`config.mk`:
```
export PLATFORM = sky130hd
export DESIGN_NAME = palette_fade_lut
export DESIGN_NICKNAME = d
export VERILOG_FILES = /design/src/rtl/palette_fade_lut.sv
export SDC_FILE = /design/constraint.sdc
export NUM_CORES = 1
export LEC_CHECK = 0
export CORE_MARGIN = 4
export CORE_UTILIZATION = 40
export CTS_BUF_LIST = sky130_fd_sc_hd__clkbuf_8
export CTS_CLUSTER_DIAMETER = 120
export DETAILED_ROUTE_END_ITERATION = 10
export PLACE_DENSITY_LB_ADDON = 0.25
export SYNTH_ARGS = -nofsm -noshare
export SYNTH_HDL_FRONTEND = slang
export SYNTH_SLANG_ARGS = --single-unit
```
`constraint.sdc`:
```
create_clock -name clk -period 3.2 [get_ports clk]
set_input_delay 0.32 -clock clk [delete_from_list [all_inputs] [get_ports clk]]
set_output_delay 0.32 -clock clk [all_outputs]
set_load 0.02 [all_outputs]
```
`src/rtl/palette_fade_lut.sv`:
```
// palette_fade_lut: palette lookup with two-stage read pipeline and timed fade-in/fade-out level scaling
module palette_fade_lut #(
  parameter int IDX_W       = 4,
  parameter int COL_W       = 4,
  parameter int LVL_W       = 4,
  parameter int STEP_CYCLES = 1024
) (
  input  logic               clk,
  input  logic               rst,
  input  logic               wr_en,
  input  logic [IDX_W-1:0]   wr_idx,
  input  logic [3*COL_W-1:0] wr_rgb,
  input  logic               pix_valid,
  input  logic [IDX_W-1:0]   index,
  input  logic               fade_start,
  input  logic               fade_dir,
  output logic [COL_W-1:0]   red,
  output logic [COL_W-1:0]   green,
  output logic [COL_W-1:0]   blue,
  output logic               out_valid,
  output logic               fade_busy,
  output logic               fade_done,
  output logic [LVL_W-1:0]   level
);
  localparam int DEPTH = 2**IDX_W;
  localparam int CNT_W = STEP_CYCLES > 1 ? $clog2(STEP_CYCLES) : 1;
  localparam int PW = COL_W + LVL_W;
  localparam logic [LVL_W-1:0] LMAX = '1;
  localparam logic [CNT_W-1:0] CNT_LAST = CNT_W'(STEP_CYCLES - 1);

  typedef enum logic [1:0] {IDLE, FADING, DONE} state_t;

  state_t             state, state_n;
  logic [LVL_W-1:0]   level_n;
  logic [CNT_W-1:0]   cnt, cnt_n;
  logic               tgt, tgt_n;
  logic [LVL_W-1:0]   tgt_lvl, start_lvl, stepped;
  logic [3*COL_W-1:0] mem [DEPTH];
  logic [3*COL_W-1:0] s1_rgb;
  logic [LVL_W-1:0]   s1_lvl;
  logic               s1_v;

  // Level 0 blanks, LMAX passes through, anything between scales by (level+1)/2**LVL_W.
  function automatic logic [COL_W-1:0] scale(input logic [COL_W-1:0] c, input logic [LVL_W-1:0] l);
    logic [PW-1:0] p;
    p = PW'(c) * (PW'(l) + PW'(1));
    return l == '0 ? '0 : COL_W'(p >> LVL_W);
  endfunction

  assign tgt_lvl   = tgt ? LMAX : '0;
  assign start_lvl = fade_dir ? LMAX : '0;
  assign stepped   = tgt ? level + LVL_W'(1) : level - LVL_W'(1);
  assign fade_busy = state == FADING;
  assign fade_done = state == DONE;

  // Fade sequencing: latch direction on start, step one level per STEP_CYCLES while fading.
  always_comb begin
    state_n = state;
    level_n = level;
    cnt_n   = cnt;
    tgt_n   = tgt;
    case (state)
      IDLE: if (fade_start) begin
        tgt_n   = fade_dir;
        cnt_n   = '0;
        state_n = level == start_lvl ? DONE : FADING;
      end
      FADING: if (cnt == CNT_LAST) begin
        cnt_n   = '0;
        level_n = level == tgt_lvl ? level : stepped;
        state_n = level_n == tgt_lvl ? DONE : FADING;
      end else begin
        cnt_n = cnt + CNT_W'(1);
      end
      DONE: state_n = IDLE;
      default: state_n = IDLE;
    endcase
  end

  // Fade state registers; reset abandons any fade and returns to full brightness.
  always_ff @(posedge clk) begin
    if (rst) begin
      state <= IDLE;
      level <= LMAX;
      cnt   <= '0;
      tgt   <= 1'b1;
    end else begin
      state <= state_n;
      level <= level_n;
      cnt   <= cnt_n;
      tgt   <= tgt_n;
    end
  end

  // Palette storage; the read stage samples the pre-write contents on a write edge.
  always_ff @(posedge clk) begin
    if (rst) begin
      for (int i = 0; i < DEPTH; i++) mem[i] <= '0;
    end else if (wr_en) begin
      mem[wr_idx] <= wr_rgb;
    end
  end

  // Two-stage read pipeline; the level travels with the entry so a pixel never mixes levels.
  always_ff @(posedge clk) begin
    if (rst) begin
      s1_rgb    <= '0;
      s1_lvl    <= LMAX;
      s1_v      <= 1'b0;
      out_valid <= 1'b0;
      red       <= '0;
      green     <= '0;
      blue      <= '0;
    end else begin
      s1_rgb    <= mem[index];
      s1_lvl    <= level;
      s1_v      <= pix_valid;
      out_valid <= s1_v;
      red       <= scale(s1_rgb[3*COL_W-1 -: COL_W], s1_lvl);
      green     <= scale(s1_rgb[2*COL_W-1 -: COL_W], s1_lvl);
      blue      <= scale(s1_rgb[COL_W-1:0], s1_lvl);
    end
  end
endmodule

```
==> flow_metrics.env <==
export IMPL_p_leak_nw=5.22
export IMPL_grt_use_total=0.167
export IMPL_avgSynthCellArea_um2=13.4
export IMPL_final_common_cell="and2_1"
export IMPL_clk_pin_slew_ns=0.06
export IMPL_synth_cell_type_count=46
export IMPL_post_route_min_period_ns=3.16
export IMPL_core_area_mm2=0.0289
export IMPL_grt_busiest_layer="met2"
export IMPL_first_pass_iters=5
export IMPL_numCtsBuffers=43
export IMPL_skew_ns=0.0169
export IMPL_setup_viol=0
export IMPL_rsz0062_at_grt="yes"
export IMPL_power_density_mw_per_mm2=507
export IMPL_syn_to_final_growth_pct=15.7
export IMPL_clock_tree_root_cell="clkbuf_8"
export IMPL_die_h_um=180
export IMPL_synthMuxAreaShare=0.116
export IMPL_synth_yosys_seq_area_share=0.567
export IMPL_fmax_mhz=316
export IMPL_cp_data_required_time_ns=3.60
export IMPL_wl_per_cell_um=19.7
export IMPL_setup_slack_ns=0.0352
export IMPL_ir_drop_mv=0.272
export IMPL_drc=0
export IMPL_slowest_stage="fa_1"
export IMPL_tritoncts="yes"
export IMPL_r2r_end="red[3]$_SDFF_PP0_"
export IMPL_start_util=0.409
export IMPL_grt_use_met2=0.285
export IMPL_met1_usage=0.214
export IMPL_relSlewSlack=0.376
export IMPL_max_stage_delay_ns=0.50
export IMPL_hold_start="pix_valid"
export IMPL_startpoint_type="register"
export IMPL_cp_cell_sequence="ha_4 -> xor2_1 -> buf_4 -> nand2_2 -> fa_1 -> inv_1 -> fa_1 -> ha_1 -> and4_1 -> a21o_1 -> a21oi_2 -> buf_4 -> o21ai_2 -> xnor2_1 -> nor2_1"
export IMPL_grt_pass1_vias=7175
export IMPL_worst_pin_slew_ns=0.932
export IMPL_ant_nets=0
export IMPL_clock_latency_ns=0.54
export IMPL_synth_ff_type="edfxtp_1"
export IMPL_mostFrequentLayoutCells="and2_1, edfxtp_1, mux4_2, nor2_1"
export IMPL_via_count=6924
export IMPL_cp_end_kind="register"
export IMPL_synth_simple_gate_area_frac=0.186
export IMPL_die_w_um=180
export IMPL_fin_crit_sh=0.989
export IMPL_holdPathEnd="s1_v$_SDFF_PP0_"
export IMPL_outcome="finished clean"
export IMPL_finalNetCount=1035
export IMPL_routed_wl_um=27100
export IMPL_clk_path_buf_depth=3
export IMPL_syn_instance_count=886
export IMPL_grt_first_pass_wirelength_um=41900
export IMPL_synth_fa_ha_area_frac=0.0609
export IMPL_grt_overflow=0
export IMPL_place_hpwl_um=17400
export IMPL_hold_viol_final=0
export IMPL_slew_violations=0
export IMPL_critPathTopFamily="adder cells"
export IMPL_via_per_inst=5.04
export IMPL_synth_seq_cells=239
export IMPL_path_class="register to register"
export IMPL_grt_max_degree=52
export IMPL_antenna_found_initial=0
export IMPL_dpl_worst_slack_ns=-0.103
export IMPL_reg2regPathDepth=15
export IMPL_port_buffer_count=44
export IMPL_hold_path_class="input pin to register"
export IMPL_boundaryPins=45
export IMPL_final_util=0.473
export IMPL_synth_top_family_by_area="simple AND/OR/NAND/NOR gates"
export IMPL_cts_sinks=239
export IMPL_row_count=62
export IMPL_r2r_start="s1_lvl[0]$_SDFF_PP1_"
export IMPL_drive_above_1_share=0.191
export IMPL_antenna_cells=0
export IMPL_critPathBufInv=3
export IMPL_synth_xor_area_frac=0.0170
export IMPL_arrival_ns=3.57
export IMPL_worstPathMaxFanout=7
export IMPL_first_iter_violations=442
export IMPL_htree_levels=2
export IMPL_die_area_mm2=0.0324
export IMPL_place_gp_congestion=0.796
export IMPL_syn_num_nets=960
export IMPL_cap_violations=0
export IMPL_power_mw=6.94
export IMPL_netlist_area_mm2=0.0118
export IMPL_synth_compound_area_share=0.0245
export IMPL_yosysWarnings=0
export IMPL_grt_met3_usage=0.0311
export IMPL_holdPathStages=2
export IMPL_ff2ff_setup_slack_ns=0.04
export IMPL_synthArstFlopShare=0
export IMPL_hold_ws_ns=0.352
export IMPL_synth_edf_count=192
metal layers:
metal | share of wire | wire length, um
met5 | 0 | 0
met3 | 0.048 | 1290
met4 | 0.034 | 915
met1 | 0.43 | 11700
met2 | 0.49 | 13200
kinds of logic (layout without fill, tap and decap cells):
family	after synthesis	count (layout)
mux	62	62
flops	239	239
buf+inv	83	188
xor+xnor	23	23
simple gates	385	385
compound gates	46	46
fa+ha+maj	48	48
metrics by stage:
step | instance area [um2] | instances | setup TNS (ns)
after floorplan | 11900 | 886 | 0
after global placement | 12800 | 1294 | -0.234
after detailed placement | 12800 | 1294 | -0.545
after CTS | 13600 | 1373 | 0
after global routing | 13700 | 1375 | -1.09
final | 13700 | 1375 | 0
worst reg2reg max path, stage by stage, from the launching register on:
cell and delay, ns:
dfxtp_4 0.35, ha_4 0.15, xor2_1 0.13, buf_4 0.17
nand2_2 0.06, fa_1 0.50, inv_1 0.05, fa_1 0.44
ha_1 0.27, and4_1 0.18, a21o_1 0.19, a21oi_2 0.18
buf_4 0.13, o21ai_2 0.05, xnor2_1 0.13, nor2_1 0.05
registers in the layout, summed over array words and instances (netlist names):
register and count:
blue 4, cnt 10, green 4, level 4, mem 192, out_valid 1, red 4, s1_lvl 4
s1_rgb 12, s1_v 1, state 2, tgt 1
layout make-up:
class / count / area, um2
clock buffers: 44 / 606
multi-input cells: 564 / 4880
fillers: 2579 / 15200
well taps: 384 / 480
inverters: 30 / 113
clock inverters: 31 / 158
flip-flops and latches: 239 / 6710
repair buffers: 83 / 743
worst max-delay path by stage:
stage,from,to,slack (ns),cells past startpoint
after floorplan,s1_lvl[0]$_SDFF_PP1_,green[3]$_SDFF_PP0_,0.0005,14
after global placement,s1_lvl[0]$_SDFF_PP1_,blue[3]$_SDFF_PP0_,-0.07,13
after detailed placement,s1_lvl[0]$_SDFF_PP1_,blue[3]$_SDFF_PP0_,-0.10,13
after CTS,s1_lvl[0]$_SDFF_PP1_,red[2]$_SDFF_PP0_,0.005,14
after global routing,s1_lvl[0]$_SDFF_PP1_,red[2]$_SDFF_PP0_,-0.19,14
final,s1_lvl[0]$_SDFF_PP1_,red[3]$_SDFF_PP0_,0.04,15
cells in the mapped netlist (2+ instances only):
cell / count / share of area
and2_1: 215 / 0.11
edfxtp_1: 192 / 0.49
mux4_2: 60 / 0.11
nor2_1: 48 / 0.015
dfxtp_1: 47 / 0.080
clkbuf_1: 44 / 0.014
nand2_1: 36 / 0.011
ha_1: 32 / 0.034
inv_1: 30 / 0.0095
nor2b_1: 21 / 0.011
or2_2: 21 / 0.011
xnor2_1: 19 / 0.014
fa_1: 16 / 0.027
a21oi_1: 14 / 0.0059
o21ai_0: 11 / 0.0047
and3_1: 8 / 0.0042
nand2b_1: 6 / 0.0032
nand3_1: 6 / 0.0025
nor3_1: 6 / 0.0025
a21o_1: 4 / 0.0025
nor3b_1: 4 / 0.0025
xor2_1: 4 / 0.0030
a211o_1: 3 / 0.0022
and4_1: 3 / 0.0022
buf_1: 3 / 0.00095
buf_2: 3 / 0.0013
buf_6: 3 / 0.0029
nand4b_1: 3 / 0.0022
o21bai_1: 3 / 0.0019
or3_1: 3 / 0.0016
a31oi_1: 2 / 0.0011
nand4_1: 2 / 0.0011
power by group:
part	total (mW)	leakage [nW]	switching (mW)	internal, mW
Clock	2.59	0.447	1.23	1.36
Sequential	3.61	2.22	0.0747	3.54
Combinational	0.740	2.56	0.415	0.325
repair_timing:
| action | in CTS | in global routing |
|---|---|---|
| setup endpoints to repair | 9 | 11 |
| setup buffers | 4 | 2 |
| resized for setup | 3 | 9 |
| pin swaps | 2 | 19 |
| hold buffers | 0 | 0 |
| cloned | 0 | 0 |
(Power assumes the default switching activity.)
